--- config.mk ---
export PLATFORM = sky130hd
export DESIGN_NAME = bram_access_ctrl
export DESIGN_NICKNAME = d
export VERILOG_FILES = /design/src/rtl/bram_access_ctrl.sv
export SDC_FILE = /design/constraint.sdc
export NUM_CORES = 1
export LEC_CHECK = 0
export CORE_MARGIN = 2
export CORE_UTILIZATION = 49
export DETAILED_ROUTE_END_ITERATION = 10
export HOLD_SLACK_MARGIN = 0.08
export PLACE_DENSITY = 0.86
export SYNTH_ARGS = -nofsm -noshare
export SYNTH_HDL_FRONTEND = slang
export SYNTH_SLANG_ARGS = --single-unit
export TNS_END_PERCENT = 20
--- constraint.sdc ---
create_clock -name clk -period 3.9 [get_ports clk]
set_clock_uncertainty 0.2 [all_clocks]
set_input_delay 0.78 -clock clk [delete_from_list [all_inputs] [get_ports clk]]
set_output_delay 0.78 -clock clk [all_outputs]
set_load 0.005 [all_outputs]
--- src/rtl/bram_access_ctrl.sv ---
// ---------------------------------------------------------------------------
// bram_access_ctrl
//
// Initiator-side controller for a 1-read/1-write synchronous RAM with a
// 1-cycle read latency and old-data-on-collision behaviour.
//
// After reset it fills every entry with INIT_VALUE. It then serves valid/ready
// read requests and fire-and-forget writes. Read data comes back through a
// 2-entry in-order response buffer that honours consumer backpressure. A write
// that hits the same address as a read accepted in the same cycle is forwarded,
// so every read returns the newest value.
//
// Ports:
//   clk            clock, all state on the rising edge
//   reset_n        asynchronous active-low reset
//   init_busy      high while the init fill runs
//   rd_req_valid   read request valid
//   rd_req_ready   controller accepts the read request
//   rd_req_addr    read address
//   rd_resp_valid  response data valid
//   rd_resp_ready  consumer accepts the response
//   rd_resp_data   response data
//   wr_valid       write request
//   wr_ready       write accepted this cycle
//   wr_addr        write address
//   wr_data        write data
//   mem_raddr      RAM read address
//   mem_rdata      RAM read data, valid one cycle after mem_raddr
//   mem_waddr      RAM write address
//   mem_wdata      RAM write data
//   mem_we         RAM write enable
// ---------------------------------------------------------------------------
module bram_access_ctrl #(
  parameter int BRAM_ADDR_WIDTH = 5,
  parameter int BRAM_DATA_WIDTH = 32,
  parameter int DATA_DEPTH      = 32,
  parameter logic [BRAM_DATA_WIDTH-1:0] INIT_VALUE = '0
) (
  input  logic                       clk,
  input  logic                       reset_n,
  output logic                       init_busy,
  input  logic                       rd_req_valid,
  output logic                       rd_req_ready,
  input  logic [BRAM_ADDR_WIDTH-1:0] rd_req_addr,
  output logic                       rd_resp_valid,
  input  logic                       rd_resp_ready,
  output logic [BRAM_DATA_WIDTH-1:0] rd_resp_data,
  input  logic                       wr_valid,
  output logic                       wr_ready,
  input  logic [BRAM_ADDR_WIDTH-1:0] wr_addr,
  input  logic [BRAM_DATA_WIDTH-1:0] wr_data,
  output logic [BRAM_ADDR_WIDTH-1:0] mem_raddr,
  input  logic [BRAM_DATA_WIDTH-1:0] mem_rdata,
  output logic [BRAM_ADDR_WIDTH-1:0] mem_waddr,
  output logic [BRAM_DATA_WIDTH-1:0] mem_wdata,
  output logic                       mem_we
);

  localparam logic [BRAM_ADDR_WIDTH-1:0] LAST_IDX = BRAM_ADDR_WIDTH'(DATA_DEPTH - 1);

  typedef enum logic {
    INIT = 1'b0,
    RUN  = 1'b1
  } state_t;

  state_t                       state;
  state_t                       state_next;
  logic [BRAM_ADDR_WIDTH-1:0]   init_cnt;

  logic                         rd_accept;
  logic                         s1_valid;
  logic                         fwd;
  logic [BRAM_DATA_WIDTH-1:0]   fwd_data;
  logic [BRAM_DATA_WIDTH-1:0]   capture_data;

  logic [BRAM_DATA_WIDTH-1:0]   fifo_mem [2];
  logic                         fifo_rd_ptr;
  logic                         fifo_wr_ptr;
  logic [1:0]                   fifo_occ;
  logic                         push;
  logic                         pop;
  logic [2:0]                   pending;

  // State register and init counter. The counter walks every RAM entry once
  // while in INIT and then freezes; only reset brings the FSM back to INIT.
  always_ff @(posedge clk or negedge reset_n) begin
    if (!reset_n) begin
      state    <= INIT;
      init_cnt <= '0;
    end else begin
      state <= state_next;
      if (state == INIT) begin
        init_cnt <= init_cnt + BRAM_ADDR_WIDTH'(1);
      end
    end
  end

  // Next-state and RAM/handshake outputs. During INIT the write port is owned
  // by the fill sequence and both client interfaces are held off. In RUN the
  // write port is a straight pass-through of the client write, and the read
  // address goes to the RAM combinationally so data arrives on the next cycle.
  always_comb begin
    state_next = state;
    init_busy  = 1'b0;
    wr_ready   = 1'b0;
    mem_we     = 1'b0;
    mem_waddr  = '0;
    mem_wdata  = '0;
    mem_raddr  = '0;
    case (state)
      INIT: begin
        init_busy = 1'b1;
        mem_we    = 1'b1;
        mem_waddr = init_cnt;
        mem_wdata = INIT_VALUE;
        if (init_cnt == LAST_IDX) begin
          state_next = RUN;
        end
      end
      RUN: begin
        wr_ready  = 1'b1;
        mem_we    = wr_valid;
        mem_waddr = wr_addr;
        mem_wdata = wr_data;
        mem_raddr = rd_req_addr;
      end
      default: begin
        state_next = INIT;
      end
    endcase
  end

  // Read flow control. A request is only accepted if the buffer can still
  // hold it once everything already in flight has landed, counting the pop
  // happening this cycle. This makes rd_req_ready depend combinationally on
  // rd_resp_ready, which is what lets a full buffer keep streaming.
  always_comb begin
    pop          = rd_resp_valid & rd_resp_ready;
    push         = s1_valid;
    pending      = {1'b0, fifo_occ} + {2'b00, s1_valid} - {2'b00, pop};
    rd_req_ready = (state == RUN) && (pending < 3'd2);
    rd_accept    = rd_req_valid & rd_req_ready;
    capture_data = fwd ? fwd_data : mem_rdata;
  end

  // Read pipeline stage. The RAM returns old data when a read and a write hit
  // the same address on the same edge, so a colliding write is remembered here
  // and substituted for the RAM data when the response is captured.
  always_ff @(posedge clk or negedge reset_n) begin
    if (!reset_n) begin
      s1_valid <= 1'b0;
      fwd      <= 1'b0;
      fwd_data <= '0;
    end else begin
      s1_valid <= rd_accept;
      fwd      <= rd_accept && wr_valid && wr_ready && (wr_addr == rd_req_addr);
      fwd_data <= wr_data;
    end
  end

  // Response buffer control. Pointers and occupancy are reset so in-flight
  // responses vanish on reset; push and pop on the same edge leave the
  // occupancy unchanged at any fill level.
  always_ff @(posedge clk or negedge reset_n) begin
    if (!reset_n) begin
      fifo_rd_ptr <= 1'b0;
      fifo_wr_ptr <= 1'b0;
      fifo_occ    <= 2'd0;
    end else begin
      if (push) begin
        fifo_wr_ptr <= ~fifo_wr_ptr;
      end
      if (pop) begin
        fifo_rd_ptr <= ~fifo_rd_ptr;
      end
      case ({push, pop})
        2'b10:   fifo_occ <= fifo_occ + 2'd1;
        2'b01:   fifo_occ <= fifo_occ - 2'd1;
        default: fifo_occ <= fifo_occ;
      endcase
    end
  end

  // Response buffer storage. The data needs no reset because nothing reads a
  // slot before it has been written since the last reset.
  always_ff @(posedge clk) begin
    if (push) begin
      fifo_mem[fifo_wr_ptr] <= capture_data;
    end
  end

  // Response outputs, with the data forced to zero while the buffer is empty.
  always_comb begin
    rd_resp_valid = (fifo_occ != 2'd0);
    rd_resp_data  = rd_resp_valid ? fifo_mem[fifo_rd_ptr] : '0;
  end

endmodule

; ---- Word-level counts from Yosys, hierarchy flattened
; Memories as Yosys holds them, arrays and structs flattened.
; Index checks and enable logic that the tools add are counted.
[op_classes]
n_eq_ne = 4
muxes = 13
n_bitwise = 5
reduce_logical = 6
n_addsub = 5
magnitude_cmp = 1
[ops]
columns = op, count
row1 = 32-bit 2-to-1 mux, 2
row2 = 32-bit one-hot mux with 2 select lines, 1
row3 = 5-bit one-hot mux with 2 select lines, 1
row4 = 1-bit 2-to-1 mux, 6
row5 = 5-bit by 1-bit adder with 5-bit output (second input constant), 1
row6 = 5-bit equality test, 1
row7 = 5-bit equality test (second input constant), 1
row8 = 5-bit 2-to-1 mux, 1
row9 = 1-bit logical AND, 4
row10 = 2-bit one-hot mux with 2 select lines, 1
row11 = 2-bit nonzero test, 2
row12 = 2-bit by 1-bit adder with 3-bit output, 1
row13 = 3-bit by 2-bit < comparator with 1-bit output (second input constant), 1
row14 = 1-bit inverter, 3
row15 = 3-bit by 1-bit subtractor with 3-bit output, 1
row16 = 2-bit by 1-bit adder with 2-bit output (second input constant), 1
row17 = 1-bit AND, 2
row18 = 2-bit by 1-bit equality test with 1-bit output (second input constant), 1
row19 = 2-bit equality test (second input constant), 1
row20 = 1-bit one-hot mux with 2 select lines, 1
row21 = 2-bit by 1-bit subtractor with 2-bit output (second input constant), 1
[totals]
reg_bits = 44
word_cells = 43
mem_bits_rw = 64
n_memories = 1
[memory_table]
columns = memory, words, width, read_ports, rd_ports_with_merged_regs, wr, line
row1 = fifo_mem, 2, 32, 1, 0, 1, 76  ; logic [BRAM_DATA_WIDTH-1:0] fifo_mem [2];

; ---- Logic depth before layout (Yosys ltp)
[depth]
word_depth = 9
mapped_depth = 7

; ---- Worst setup path before layout
; Ideal clock, no wire load.
[synth_timing]
kind = input -> output
start = input port rd_resp_ready
end = output port rd_req_ready
arrival_time_ps = 1784
slack_ps = 1136
t_required_ps = 2920
stages = 5
path_cell_list = and2b_1 -> o21ai_0 -> fa_1 -> xnor2_1 -> and3_4
[synth_between]
elab_chain_cells = 4
[synth_lines]
columns = item, line
row1 = "start, declared", 46  ; input logic rd_resp_ready,
row2 = 1-bit AND, 138  ; pop = rd_resp_valid & rd_resp_ready;
row3 = 3-bit by 1-bit subtractor with 3-bit output, 140  ; pending = {1'b0, fifo_occ} + {2'b00, s1_valid} - {2'b00, pop};
row4 = 3-bit by 2-bit < comparator with 1-bit output, 141  ; rd_req_ready = (state == RUN) && (pending < 3'd2);
row5 = 1-bit logical AND, 141
row6 = "end, declared", 43  ; output logic rd_req_ready,
; No other way between the ends.

; ---- Final worst setup path
; Ends and elaborated chain as after synthesis.

==> flow_summary.toml <==
[status]
status = "finished clean"

[setup_path]
cp_top_family = "buffers and inverters"
cp.required_ns = 2.92
cpMaxStageDelayCell = "clkdlybuf4s50_1"
worstSetupPathType = "input pin to primary output"
cp.buffers_inverters = 2
reg2reg_from = "push"
critical_path_peak_fanout = 3
max_stage_delay_ns = 0.52
startpoint_type = "input pin"
cp_cell_sequence = "clkdlybuf4s50_1, and2b_2, o21ai_1, fa_1, and3_4, dlymetal6s2s_1"
cp-end-kind = "primary output"
worstPathArrival_ns = 2.52
crit_start = "rd_resp_ready"

[yosys]
avgSynthCellArea_sq_um = 14.88
synth_cell_types = 31
synth_xor_xnor_area_share = 0.02293
netlist_top_cells_count = "edfxtp_1 (64), dfrtp_1 (44), and2_1 (38)"
ys.flop_type = "edfxtp_1"
synth_compound_area_frac = 0.003276
synth_area_leaders = "edfxtp_1 (42%), dfrtp_1 (24%), mux2_2 (9.1%)"
synth_top_family_by_area = "multiplexers"
synth_mux_area_frac = 0.1679
synth_cells = 308
netlist.area_leader.share = 0.4193
synth_edf_count = 64
synth_top_area_cell = "edfxtp_1"
synth.most_common_cell = "edfxtp_1"
ys_async_sr_fraction = 0.4074
yosys_warnings = 0
yosys_register_bits = 108
syn_area_sq_um = 4583
synth_simple_gate_area_frac = 0.1089
synth_fa_ha_area_frac = 0.009828
ys_seq_area_frac = 0.6596
syn_nets = 390

[global_routing]
antenna_found_initial = 0
grt_pass1_vias = 3149
grt_overflow = 0
grt_max_degree = 34
grt_usage = 0.2007
grt_pass1_wl_microns = 15350

[cts]
clkSinkCount = 108
cts_tree = "yes"
cts.reportedPaths.clkPinSlew_ns = 0.09
numCtsBuffers = 9
htreeDepth = 3
clkLatencyLatePin_ns = 0.35
cts_root_buf = "clkbuf_8"
clockBufferDepth = 2

[route]
ant_nets = 0
wl_microns = 9445
vias_per_cell = 4.967
vias = 2901
dr.first_iter.drc_count = 52
wire_per_inst_microns = 16.17
drc_errors = 0
firstDrtPassIters = 5

[job]
maxCapViolations = 0

[timing]
rsz0062_at_grt = "no"
finalHoldViolCount = 0
finalMaxSlewViolations = 0
setup_violations = 0
worstMarginPinSlew_ns = 0.9321
clock.fmax_mhz = 285.8
relSlewSlack = 0.3773
fin_crit_sh = 0.8971
setup_tns_ns = 0
layout_min_cycle_time_ns = 3.499

[pwr]
p_leak_nw = 2.490
vdd_drop_max_v = 0.0002855
finalPower_mw = 3.358
power_density_nw_per_um2 = 521.8

[layout]
multi_input_area_sq_um = 1446
regArea_sq_um = 3024
final_nets = 550
area_growth_pct = 40.43
fillers = 634
diodes = 0
drive_gt1_frac = 0.1522

[placed_design]
port_buffers = 157
gp_congestion = 0.7938
hpwl_microns = 6810

[floorplanning]
initial_core_util = 0.5008
dieArea_sq_um = 10140
coreArea_sq_um = 9153
die_h_microns = 100.7
io_pins = 158
row_count = 35
die_w_microns = 100.7

[min_path]
min_path_type = "input pin to async pin"
## metrics by stage
| stage | cell area [sq um] | instances | worst slack (ns) | hold slack, ns | util |
|---|---|---|---|---|---|
| finish | 6436 | 584 | 0.4014 | 0.2131 | 0.7032 |
| global route | 6436 | 584 | 0.3128 | 0.2322 | 0.7032 |
| CTS | 6422 | 583 | 0.005600 | 0.2131 | 0.7017 |
| detailed placement | 6243 | 567 | 0.01781 | 0.3107 | 0.6822 |
| global placement | 6243 | 567 | 0.1356 | 0.2865 | 0.6822 |
| floorplan | 4583 | 308 | 1.136 | 0.2532 | - |
## repair_timing
action | 4_1_cts | 5_1_grt
setup endpoints to repair | 0 | 1
hold buffers | 0 | 0
resized for setup | 0 | 4
hold endpoints to repair | 0 | 0
setup buffers | 0 | 1
## power by group
group	internal, mW	switching (mW)	total (mW)
logic	0.692	0.510	1.20
clock network	0.252	0.367	0.619
registers	1.43	0.103	1.54
total	2.38	0.980	3.36
## state kept, by name, summed over array words and instances, names as in the netlist
signal       cells
fwd_data        32
push             1
fifo_mem        64
fifo_occ         2
fwd              1
init_cnt         5
state            1
fifo_rd_ptr      1
fifo_wr_ptr      1
## placed cells by master (no fill, tap or decap), drive strengths merged, types with 3 or more instances in the layout
cell type / instances
clkdlybuf4s50: 155
edfxtp: 64
dfrtp: 44
and2: 39
mux2: 39
nor2: 35
mux2i: 33
clkbuf: 11
buf: 10
xnor2: 9
nand2: 4
inv: 3
xor2: 3
clkinv: 3
## cell type report
class / instances / share of cell area
sequential: 108 / 0.4699
inverter: 3 / 0.001750
timing repair buffer: 166 / 0.2543
multi-input combinational: 180 / 0.2247
clock inverter: 5 / 0.005832
tap: 111 / 0.02158
clock buffer: 11 / 0.02197
## routing by layer
layer	part of all wire	up-vias	GRT usage	routed length [microns]
li1	-	1388	-	-
met1	0.40	1399	0.2372	3757
met2	0.53	108	0.3549	4968
met3	0.068	6	0.05964	645
met4	0.0077	0	0.05796	73
met5	0	-	0	0
## worst register-to-register path: cells and delay by family, from the launching register on
kind | cells | cell delay, ns
compound gates | 1 | 0.18
fa+ha+maj | 1 | 0.45
flops | 1 | 0.48
simple gates | 3 | 0.62
## logic make-up after synthesis
family          count (synthesis)
xor+xnor                       12
fa+ha+maj                       3
flops                         108
simple gates                   90
mux                            72
compound gates                  3
buf+inv                        20
## final timing paths
kind                            slack (ns)  cells after the start            to
worst max-delay path                  0.40                      6  rd_req_ready
worst min-delay path                  0.21                      1         state
min in group clk                      0.32                      1   init_cnt[3]
worst min register to register        0.32                      1   init_cnt[3]
worst max register to register        1.88                      5          push
max in group asynchronous             2.57                      2   fwd_data[8]
Note: power is estimated with default switching activity, not from simulation.
